[src/rtl/velmshift_seq_pkg.sv]
// Shared definitions for the element-shifter sequencer: state encoding,
// default geometry and a step-count helper.
package velmshift_seq_pkg;

    localparam int unsigned NUMLANES_DEF = 4;
    localparam int unsigned WIDTH_DEF    = 32;
    localparam int unsigned JUMPSIZE_DEF = 2;
    localparam int unsigned CNTW_DEF     = 3;

    typedef enum logic [1:0] {
        ST_IDLE   = 2'd0,
        ST_LOAD   = 2'd1,
        ST_STEP   = 2'd2,
        ST_RESULT = 2'd3
    } state_e;

    // Number of shift cycles (jumps first, then single steps) for a slide.
    function automatic int unsigned step_count(input int unsigned amount,
                                               input int unsigned numlanes,
                                               input int unsigned jumpsize);
        int unsigned n;
        n = (amount > numlanes) ? numlanes : amount;
        return (n / jumpsize) + (n % jumpsize);
    endfunction

endpackage

[src/rtl/velmshift_seq_if.sv]
// Command / result handshake bundle for the element-shifter sequencer.
interface velmshift_seq_if #(
    parameter int unsigned NUMLANES = 4,
    parameter int unsigned WIDTH    = 32,
    parameter int unsigned CNTW     = 3
);
    logic                      cmd_valid;
    logic                      cmd_ready;
    logic                      cmd_dir_left;
    logic [CNTW-1:0]           cmd_amount;
    logic [NUMLANES-1:0]       cmd_mask;
    logic [NUMLANES*WIDTH-1:0] cmd_data;
    logic                      res_valid;
    logic                      res_ready;
    logic [NUMLANES*WIDTH-1:0] res_data;

    modport slave (
        input  cmd_valid, cmd_dir_left, cmd_amount, cmd_mask, cmd_data, res_ready,
        output cmd_ready, res_valid, res_data
    );

    modport master (
        output cmd_valid, cmd_dir_left, cmd_amount, cmd_mask, cmd_data, res_ready,
        input  cmd_ready, res_valid, res_data
    );
endinterface

[src/rtl/velmshift_seq_stepgen.sv]
// Remaining-distance counter: loads the clamped slide distance and decides,
// per step, whether a jump or a single-lane move is issued.
module velmshift_stepgen
    import velmshift_seq_pkg::*;
#(
    parameter int unsigned NUMLANES = NUMLANES_DEF,
    parameter int unsigned JUMPSIZE = JUMPSIZE_DEF,
    parameter int unsigned CNTW     = CNTW_DEF
) (
    input  logic            clk,
    input  logic            resetn,
    input  logic            i_load,
    input  logic [CNTW-1:0] i_amount,
    input  logic            i_step,
    output logic            o_rem_zero,
    output logic            o_jump,
    output logic            o_last
);
    localparam logic [CNTW-1:0] LP_LANES = CNTW'(NUMLANES);
    localparam logic [CNTW-1:0] LP_JUMP  = CNTW'(JUMPSIZE);
    localparam logic [CNTW-1:0] LP_ONE   = CNTW'(1);
    localparam logic [CNTW-1:0] LP_ZERO  = CNTW'(0);

    logic [CNTW-1:0] r_rem;
    logic [CNTW-1:0] w_clamped;
    logic [CNTW-1:0] w_dec;

    // Clamp the requested distance and pick this step's decrement.
    always_comb begin
        w_clamped = i_amount;
        w_dec     = LP_ONE;
        o_jump    = 1'b0;
        if (i_amount > LP_LANES) begin
            w_clamped = LP_LANES;
        end else begin
            w_clamped = i_amount;
        end
        if (r_rem >= LP_JUMP) begin
            o_jump = 1'b1;
            w_dec  = LP_JUMP;
        end else begin
            o_jump = 1'b0;
            w_dec  = LP_ONE;
        end
        o_rem_zero = (r_rem == LP_ZERO);
        o_last     = (r_rem == w_dec);
    end

    // Remaining-distance register: load on accept, count down per step.
    always_ff @(posedge clk or negedge resetn) begin
        if (!resetn) begin
            r_rem <= LP_ZERO;
        end else if (i_load) begin
            r_rem <= w_clamped;
        end else if (i_step) begin
            r_rem <= r_rem - w_dec;
        end else begin
            r_rem <= r_rem;
        end
    end

endmodule

[src/rtl/velmshift_seq.sv]
// Sequencer for the jump-capable element shifter: accepts a slide command,
// loads the shifter, issues jumps then single steps, and presents the
// shifter contents as the result.
module velmshift_seq
    import velmshift_seq_pkg::*;
#(
    parameter int unsigned NUMLANES = NUMLANES_DEF,
    parameter int unsigned WIDTH    = WIDTH_DEF,
    parameter int unsigned JUMPSIZE = JUMPSIZE_DEF,
    parameter int unsigned CNTW     = CNTW_DEF
) (
    input  logic                      clk,
    input  logic                      resetn,
    velmshift_seq_if.slave            bus,
    output logic                      shf_load,
    output logic                      shf_shift,
    output logic                      shf_jump,
    output logic                      shf_dir_left,
    output logic [NUMLANES-1:0]       shf_squash,
    output logic [WIDTH-1:0]          shf_shiftin_left,
    output logic [WIDTH-1:0]          shf_shiftin_right,
    output logic [NUMLANES*WIDTH-1:0] shf_inpipe,
    input  logic [NUMLANES*WIDTH-1:0] shf_outpipe,
    output logic                      busy
);
    state_e                    r_state;
    state_e                    w_state_nxt;
    logic                      r_dir;
    logic [NUMLANES-1:0]       r_mask;
    logic [NUMLANES*WIDTH-1:0] r_data;
    logic                      w_accept;
    logic                      w_step;
    logic                      w_rem_zero;
    logic                      w_jump;
    logic                      w_last;

    velmshift_stepgen #(
        .NUMLANES (NUMLANES),
        .JUMPSIZE (JUMPSIZE),
        .CNTW     (CNTW)
    ) u_stepgen (
        .clk        (clk),
        .resetn     (resetn),
        .i_load     (w_accept),
        .i_amount   (bus.cmd_amount),
        .i_step     (w_step),
        .o_rem_zero (w_rem_zero),
        .o_jump     (w_jump),
        .o_last     (w_last)
    );

    // Next-state and shifter controls, decoded from state and remaining count.
    always_comb begin
        w_state_nxt   = r_state;
        w_accept      = 1'b0;
        w_step        = 1'b0;
        bus.cmd_ready = 1'b0;
        bus.res_valid = 1'b0;
        shf_load      = 1'b0;
        shf_shift     = 1'b0;
        shf_jump      = 1'b0;
        case (r_state)
            ST_IDLE: begin
                bus.cmd_ready = 1'b1;
                if (bus.cmd_valid) begin
                    w_accept    = 1'b1;
                    w_state_nxt = ST_LOAD;
                end else begin
                    w_state_nxt = ST_IDLE;
                end
            end
            ST_LOAD: begin
                shf_load = 1'b1;
                if (w_rem_zero) begin
                    w_state_nxt = ST_RESULT;
                end else begin
                    w_state_nxt = ST_STEP;
                end
            end
            ST_STEP: begin
                // A zero count here is unreachable; leave without shifting.
                if (w_rem_zero) begin
                    w_state_nxt = ST_RESULT;
                end else begin
                    shf_shift = 1'b1;
                    shf_jump  = w_jump;
                    w_step    = 1'b1;
                    if (w_last) begin
                        w_state_nxt = ST_RESULT;
                    end else begin
                        w_state_nxt = ST_STEP;
                    end
                end
            end
            ST_RESULT: begin
                bus.res_valid = 1'b1;
                if (bus.res_ready) begin
                    w_state_nxt = ST_IDLE;
                end else begin
                    w_state_nxt = ST_RESULT;
                end
            end
            default: begin
                w_state_nxt = ST_IDLE;
            end
        endcase
    end

    // Direction and squash follow the captured command outside IDLE.
    always_comb begin
        shf_dir_left = 1'b0;
        shf_squash   = '0;
        if (r_state != ST_IDLE) begin
            shf_dir_left = r_dir;
            shf_squash   = r_mask;
        end else begin
            shf_dir_left = 1'b0;
            shf_squash   = '0;
        end
    end

    // State register.
    always_ff @(posedge clk or negedge resetn) begin
        if (!resetn) begin
            r_state <= ST_IDLE;
        end else begin
            r_state <= w_state_nxt;
        end
    end

    // Command capture on the accepting handshake.
    always_ff @(posedge clk or negedge resetn) begin
        if (!resetn) begin
            r_dir  <= 1'b0;
            r_mask <= '0;
            r_data <= '0;
        end else if (w_accept) begin
            r_dir  <= bus.cmd_dir_left;
            r_mask <= bus.cmd_mask;
            r_data <= bus.cmd_data;
        end else begin
            r_dir  <= r_dir;
            r_mask <= r_mask;
            r_data <= r_data;
        end
    end

    assign shf_inpipe        = r_data;
    assign shf_shiftin_left  = '0;
    assign shf_shiftin_right = '0;
    assign bus.res_data      = shf_outpipe;
    assign busy              = (r_state != ST_IDLE);

endmodule

[src/flat_wrapper.sv]
// flat-port wrapper written by rule: the top's interface ports become plain ports
module velmshift_seq_flat import velmshift_seq_pkg::*;
#(
    parameter int unsigned NUMLANES = NUMLANES_DEF,
    parameter int unsigned WIDTH    = WIDTH_DEF,
    parameter int unsigned JUMPSIZE = JUMPSIZE_DEF,
    parameter int unsigned CNTW     = CNTW_DEF
)
  (clk, resetn, shf_load, shf_shift, shf_jump, shf_dir_left, shf_squash, shf_shiftin_left, shf_shiftin_right, shf_inpipe, shf_outpipe, busy, bus_cmd_valid, bus_cmd_dir_left, bus_cmd_amount, bus_cmd_mask, bus_cmd_data, bus_res_ready, bus_cmd_ready, bus_res_valid, bus_res_data);
  velmshift_seq_if #(.NUMLANES(NUMLANES), .WIDTH(WIDTH), .CNTW(CNTW)) bus_i ();
  input  logic clk;
  input  logic resetn;
  output logic shf_load;
  output logic shf_shift;
  output logic shf_jump;
  output logic shf_dir_left;
  output logic [NUMLANES-1:0] shf_squash;
  output logic [WIDTH-1:0] shf_shiftin_left;
  output logic [WIDTH-1:0] shf_shiftin_right;
  output logic [NUMLANES*WIDTH-1:0] shf_inpipe;
  input  logic [NUMLANES*WIDTH-1:0] shf_outpipe;
  output logic busy;
  input wire logic [$bits(bus_i.cmd_valid)-1:0] bus_cmd_valid;
  input wire logic [$bits(bus_i.cmd_dir_left)-1:0] bus_cmd_dir_left;
  input wire logic [$bits(bus_i.cmd_amount)-1:0] bus_cmd_amount;
  input wire logic [$bits(bus_i.cmd_mask)-1:0] bus_cmd_mask;
  input wire logic [$bits(bus_i.cmd_data)-1:0] bus_cmd_data;
  input wire logic [$bits(bus_i.res_ready)-1:0] bus_res_ready;
  output wire logic [$bits(bus_i.cmd_ready)-1:0] bus_cmd_ready;
  output wire logic [$bits(bus_i.res_valid)-1:0] bus_res_valid;
  output wire logic [$bits(bus_i.res_data)-1:0] bus_res_data;
  assign bus_i.cmd_valid = bus_cmd_valid;
  assign bus_i.cmd_dir_left = bus_cmd_dir_left;
  assign bus_i.cmd_amount = bus_cmd_amount;
  assign bus_i.cmd_mask = bus_cmd_mask;
  assign bus_i.cmd_data = bus_cmd_data;
  assign bus_i.res_ready = bus_res_ready;
  assign bus_cmd_ready = bus_i.cmd_ready;
  assign bus_res_valid = bus_i.res_valid;
  assign bus_res_data = bus_i.res_data;
  velmshift_seq #(.NUMLANES(NUMLANES), .WIDTH(WIDTH), .JUMPSIZE(JUMPSIZE), .CNTW(CNTW)) u_core (.clk(clk), .resetn(resetn), .bus(bus_i), .shf_load(shf_load), .shf_shift(shf_shift), .shf_jump(shf_jump), .shf_dir_left(shf_dir_left), .shf_squash(shf_squash), .shf_shiftin_left(shf_shiftin_left), .shf_shiftin_right(shf_shiftin_right), .shf_inpipe(shf_inpipe), .shf_outpipe(shf_outpipe), .busy(busy));
endmodule
[config.mk]
export PLATFORM = sky130hd
export DESIGN_NAME = velmshift_seq_flat
export DESIGN_NICKNAME = d
export VERILOG_FILES = /design/src/rtl/velmshift_seq_pkg.sv /design/src/rtl/velmshift_seq_if.sv /design/src/rtl/velmshift_seq_stepgen.sv /design/src/rtl/velmshift_seq.sv /design/src/flat_wrapper.sv
export SDC_FILE = /design/constraint.sdc
export NUM_CORES = 1
export LEC_CHECK = 0
export CAP_MARGIN = 30
export CORE_AREA = 2 2 236 238
export CTS_CLUSTER_DIAMETER = 200
export CTS_CLUSTER_SIZE = 40
export DETAILED_ROUTE_END_ITERATION = 8
export DIE_AREA = 0 0 238 240
export DONT_BUFFER_PORTS = 1
export PLACE_DENSITY_LB_ADDON = 0.08
export SYNTH_ARGS = -nofsm -noshare
export SYNTH_HDL_FRONTEND = slang
export SYNTH_SLANG_ARGS = --single-unit
[constraint.sdc]
create_clock -name clk -period 4.3 [get_ports clk]
set_input_delay 0 -clock clk [delete_from_list [all_inputs] [get_ports clk]]
set_output_delay 0 -clock clk [all_outputs]
set_load 0.02 [all_outputs]
==> impl_metrics.csv, run 1 <==
group,metric,value,unit
timing,skew,0.0111,ns
detailed_routing,viasPerCell,2.94,
worst_setup_path,crit_path_max_fanout,47,
finish,post-route-util,0.162,
run_status,outcome,"finished, final reports clean",
synthesis,async_flop_share,1.00,
clock_network,tritoncts,"done",
grt,grt_usage,0.0647,
synthesis,yosysWarnings,0,
worst_setup_path,startpoint,"u_core.r_state[1]",
synthesis,ys_ff_latch,138,
clock_network,cts_num_sinks,138,
timing,hold_viol,0,
floorplanning,pin_count,599,
grt,grt_pass1_vias,4082,
clock_network,cts-buffers-inserted,17,
clock_network,clk_latency,0.47,ns
synthesis,synth_cells,526,
detailed_routing,vias,3718,
detailed_routing,route.antenna.remaining_nets,0,
power,clockPowerShare,0.243,
synthesis,synth_compound_area_frac,0.00955,
power,p_int,4.03,mW
power,power_switching,2.61,mW
timing,setup_ws,1.93,ns
finish,fin_area,0.00885,mm^2
detailed_routing,drtIter0Drc,101,
floorplanning,die_w,238,um
clock_network,postCtsSetupBuffers,0,
synthesis,seq_area_frac_synth,0.471,
timing,holdWs,0.00000777,ns
synthesis,synth_top_family_by_area,"multiplexers",
detailed_routing,drc,0,
synthesis,yosys.area.top_type_share,0.471,
grt,antenna_found_initial,2,
timing,setup_viol,0,
clock_network,clockBufferDepth,2,
timing,worstMarginPinSlew,0.757,ns
detailed_routing,dr.pass1.iters,4,
grt,grt_max_degree,139,
synthesis,synth_cell_types,28,
floorplanning,fp.coreArea,0.0547,mm^2
worst_setup_path,path_class,"reg -> reg",
detailed_routing,routedWlPerCell,14.7,um
timing,fin_tns_setup,0,ns
synthesis,synthAdderAreaFrac,0.00341,
synthesis,synth_flop_cell,"dfrtp_1",
clock_network,hold_buffers,142,
synthesis,synth_area,0.00734,mm^2
timing,finalCritPeriodShare,0.551,
timing,grt_setup_unrepaired,"false",
hold_path,min_path_type,"in -> out",
floorplanning,dieArea,0.0571,mm^2
grt,grt_overflow,0,
floorplanning,initial_core_util,0.134,
worst_setup_path,rr_worst_depth,5,
synthesis,synth_common_cells,"buf_4 (193), dfrtp_1 (138), mux2_4 (100), mux2_2 (33), buf_12 (11)",
place,place_hpwl,12.8,mm
floorplanning,rows,86,
power,cellPowerDensity,750,mW/mm^2
synthesis,synth_largest_area_cell,"dfrtp_1",
clock_network,path_clk_slew,0.07,ns
worst_setup_path,timing.critical_path.to,"u_core.u_stepgen.r_rem[2]",
synthesis,synthMuxAreaShare,0.255,
worst_setup_path,cp.required,4.65,ns
worst_setup_path,crit_arrival,2.72,ns
power,p_leak,3.74,nW
worst_setup_path,rrSetupSlack,1.93,ns
grt,grt_pass1_wl,26.2,mm
synthesis,syn_avg_cell_area,13.9,um^2
timing,fmax,0.422,GHz
floorplanning,die_h,240,um
detailed_routing,wl,18.5,mm
place,dp_slack,2.19,ns
place,dpl-instance-area,0.00679,mm^2
place,place_inst,1089,
finish,syn_to_final_growth,20.7,%
finish,fin_cells,1263,
synthesis,yosys.area_share.simple,0.0229,
finish,drive_gt1_frac,0.306,
power,vdd_drop_max,0.305,mV
synthesis,ys_top_cells_by_area,"dfrtp_1 (47%), mux2_4 (20%), buf_4 (20%)",
clock_network,h-tree-depth,4,
synthesis,synth_edf_count,0,
power,swShare,0.393,
worst_setup_path,end_kind,"flop",
clock_network,root_buffer,"clkbuf_16",
power,seq_power_share,0.499,
finish,nets,816,
timing,period_minus_slack,2.37,ns
place,gp_congestion,0.671,
worst_setup_path,r2r-end,"u_core.u_stepgen.r_rem[2]",
timing,final_max_slew_viol_count,0,
synthesis,yosysMostFrequentCell,"buf_4",
place,io_buffers,0,
clock_network,ctsResizeCount,0,
flow_run,cap_violations,0,
power,p_total,6.64,mW
synthesis,synthXorXnorAreaFrac,0,
worst_setup_path,reg2reg_from,"u_core.r_state[1]",
timing,slew_headroom,0.496,
worst_setup_path,worstSetupStartpointType,"flop",
power,pwr-share-comb,0.258,
## critical path: stages (launching register included)
cell,delay (ns)
dfrtp_1,0.50
nor3b_4,0.59
buf_12,0.36
nor2b_1,0.20
a31oi_1,0.05
dlygate4sd3_1,0.55
## cells by family (layout without fill, tap and decap cells)
kind of cell / Yosys count / count (layout)
multiplexers: 133 / 133
AO/OA/AOI/OAI: 11 / 11
flip-flops: 138 / 138
adder cells (fa/ha/maj): 2 / 2
buffers and inverters: 214 / 183
AND/OR/NAND/NOR: 27 / 27
other: 1 / 65
## layer usage
metal / vias to the layer above / share of wire / wire (um) / global-route usage
li1: 1529 / - / - / -
met1: 1813 / 0.32 / 6000 / 0.0567
met2: 309 / 0.48 / 8830 / 0.0973
met3: 65 / 0.14 / 2660 / 0.0476
met4: 2 / 0.055 / 1020 / 0.0587
met5: - / 0.00070 / 13 / 0.00173
## sequential cells by signal, summed over array words and instances (netlist names)
signal and cells:
u_core.r_state 2, u_core.r_dir 1, u_core.shf_inpipe 128, u_core.u_stepgen.r_rem 3, u_core.r_mask 4
## power groups by stage
stage	Combinational (mW)	Sequential [mW]	Clock (mW)
2_1_floorplan	1.74	3.08	0
3_3_place_gp	1.55	3.39	0
3_5_place_dp	1.59	3.33	0
4_1_cts	1.74	3.33	1.75
5_1_grt	1.86	3.39	1.77
6_report	1.71	3.31	1.62
## layout by cell type (no fill, tap or decap), types with 4 or more instances in the layout
| cell type | instances |
|---|---|
| bufinv_16 | 4 |
| clkbuf_16 | 17 |
| conb_1 | 64 |
| dfrtp_1 | 138 |
| dlygate4sd3_1 | 141 |
| inv_1 | 5 |
| mux2_2 | 33 |
| mux2_4 | 100 |
| nand2b_1 | 4 |
| nor2_1 | 7 |
| nor2b_1 | 6 |
## worst min-delay path by stage
stage,start,end,cells after the start
floorplan,resetn,u_core.r_dir,0
global placement,resetn,u_core.shf_inpipe[104],0
detailed placement,resetn,u_core.shf_inpipe[104],0
CTS,shf_outpipe[122],bus_res_data[122],0
global route,shf_outpipe[82],bus_res_data[82],0
finish,shf_outpipe[36],bus_res_data[36],0
## area by class of cell
class / count / area [um^2]
sequential: 138 / 3450
clock inverter: 13 / 193
timing repair buffer: 147 / 1500
multi-input combinational: 237 / 2380
clock buffer: 18 / 429
fill: 6003 / 45800
antenna: 1 / 2.50
tap: 704 / 881
inverter: 5 / 18.8
No activity file was read; power rests on OpenSTA's default activity.
==> run 2: changes to the inputs <==
==> constraint.sdc (replaced) <==
create_clock -name clk -period 2.2 [get_ports clk]
set_input_delay 0 -clock clk [delete_from_list [all_inputs] [get_ports clk]]
set_output_delay 0 -clock clk [all_outputs]
set_load 0.02 [all_outputs]
==> run 2 against run 1 <==
  * The run now ends with negative hold slack left
  * Final cell count about the same
  * Final area decreased by 0.51%
  * Clock-buffer cell count decreased by 1
  * Register-to-register slack got worse by 1.5 ns
  * Sequential power increased by 96%
  * Clock skew decreased by 0.0027 ns
  * First-iteration DRC count decreased by 14%
  * Sequential share of layout area increased by 0.20 points
  * Highest routed layer is now met4
==> impl_metrics.csv, run 2 (synthesis results as in run 1) <==
group,metric,value,unit
timing,period_minus_slack,1.84,ns
clock_network,tritoncts,"done",
worst_setup_path,crit_arrival,1.84,ns
worst_setup_path,cp.required,2.20,ns
detailed_routing,drt-met1-wl,6.24,mm
worst_setup_path,rrSetupSlack,0.41,ns
clock_network,h-tree-depth,4,
run_status,violations,"negative hold slack",
floorplanning,pin_count,599,
finish,fin_area,0.00881,mm^2
worst_setup_path,end_kind,"primary output",
detailed_routing,routedWlPerCell,14.9,um
detailed_routing,drc,0,
grt,antenna_found_initial,1,
clock_network,cts_num_sinks,138,
grt,grt_pass1_wl,26.8,mm
timing,worstMarginPinSlew,0.562,ns
finish,syn_to_final_growth,20.1,%
worst_setup_path,r2r-end,"u_core.shf_inpipe[73]",
place,dpl-instance-area,0.00683,mm^2
place,gp_congestion,0.668,
hold_path,min_path_type,"in -> async",
grt,grt_max_degree,139,
detailed_routing,vias,3680,
detailed_routing,dr_wl_met2,9.14,mm
floorplanning,dieArea,0.0571,mm^2
timing,holdWs,-0.777,ns
grt,grt_pass1_vias,4227,
detailed_routing,drtIter0Drc,87,
grt,grt_usage,0.0657,
worst_setup_path,cp_cell_sequence,"nor2_1, buf_4, inv_1",
worst_setup_path,reg2reg_from,"u_core.r_state[1]",
detailed_routing,dr.pass1.iters,3,
flow_run,cap_violations,0,
timing,hold_viol,138,
worst_setup_path,worstSetupStartpointType,"flop",
floorplanning,fp.coreArea,0.0547,mm^2
detailed_routing,wl,18.8,mm
clock_network,clockBufferDepth,2,
timing,final_max_slew_viol_count,0,
detailed_routing,viasPerCell,2.91,
power,cellPowerDensity,1440,mW/mm^2
worst_setup_path,startpoint,"u_core.r_state[1]",
detailed_routing,highest_layer,"met4",
worst_setup_path,crit_path_max_fanout,9,
detailed_routing,dr_wl_met3,2.62,mm
detailed_routing,route.antenna.remaining_nets,0,
timing,fmax,0.543,GHz
clock_network,cts-buffers-inserted,17,
timing,skew,0.00838,ns
clock_network,root_buffer,"clkbuf_16",
finish,largest_register_ffs,128,
run_status,outcome,"finished with violations",
timing,setup_viol,0,
finish,post-route-util,0.161,
finish,fillers,6021,
floorplanning,initial_core_util,0.134,
worst_setup_path,path_class,"reg -> out",
timing,fin_tns_setup,0,ns
timing,finalCritPeriodShare,0.838,
finish,drive_gt1_frac,0.311,
worst_setup_path,slowest_stage,"dfrtp_1",
floorplanning,die_h,240,um
timing,grt_setup_unrepaired,"false",
grt,grt_overflow,0,
worst_setup_path,rr_worst_depth,4,
place,place_hpwl,13.2,mm
finish,nets,818,
worst_setup_path,timing.critical_path.to,"busy",
power,vdd_drop_max,0.601,mV
floorplanning,rows,86,
power,p_leak,3.73,nW
worst_setup_path,slowest_delay,0.51,ns
place,io_buffers,0,
finish,mostFrequentLayoutCells,"dlygate4sd3_1 (140), dfrtp_1 (138), mux2_4 (100), conb_1 (64), mux2_2 (33)",
floorplanning,die_w,238,um
clock_network,path_clk_slew,0.06,ns
clock_network,hold_buffers,140,
clock_network,clk_latency,0.47,ns
finish,final_common_cell,"dlygate4sd3_1",
timing,slew_headroom,0.624,
[run 2: cell type report]
type / count / area (um^2) / share of cell area
repair buffers: 149 / 1510 / 0.171
well taps: 704 / 881 / 0.100
clock buffers: 17 / 425 / 0.0483
multi-input cells: 237 / 2380 / 0.270
diodes: 1 / 2.50 / 0.000284
inverters: 5 / 18.8 / 0.00213
clock inverters: 13 / 146 / 0.0166
flip-flops and latches: 138 / 3450 / 0.392
[run 2: metrics by stage]
step	instances	setup slack [ns]	hold WS [ns]	power [mW]
final	1264	0.357	-0.777	12.7
after global routing	1264	0.137	-0.839	13.5
after CTS	1263	0.227	-0.846	13.1
after detailed placement	1093	0.390	-0.292	9.69
after global placement	1093	0.439	-0.290	9.72
after floorplan	589	0.598	-0.296	9.42
[run 2: how the worst min path moves through the flow]
| stage | slack, ns | start | to |
|---|---|---|---|
| after floorplan | -0.30 | resetn | u_core.r_dir |
| after global placement | -0.29 | resetn | u_core.shf_inpipe[103] |
| after detailed placement | -0.29 | resetn | u_core.shf_inpipe[102] |
| after CTS | -0.85 | resetn | u_core.shf_inpipe[74] |
| after global routing | -0.84 | resetn | u_core.r_mask[1] |
| final | -0.78 | resetn | u_core.shf_inpipe[105] |
[run 2: report_power, final]
part	switching [mW]	internal, mW
sequential	2.65	3.83
clock	1.27	1.67
combinational	1.18	2.14
total	5.09	7.64
[run 2: routing by layer]
metal / global-route usage / vias up
met2: 0.103 / 307
met5: 0.00173 / -
met4: 0.0481 / 0
met3: 0.0494 / 62
met1: 0.0576 / 1787
li1: - / 1524
[run 2: critical path: cells and delay by family, from the launching register on]
family,cells,cell delay [ns]
buffers and inverters,2,0.37
flip-flops,1,0.51
AND/OR/NAND/NOR,1,0.50
[run 2: timing repair]
| item | CTS | global route |
|---|---|---|
| buffers inserted | 0 | 0 |
| endpoints found under the setup margin | 0 | 0 |
| gates resized for setup | 0 | 0 |
| hold endpoints to repair | 276 | 138 |
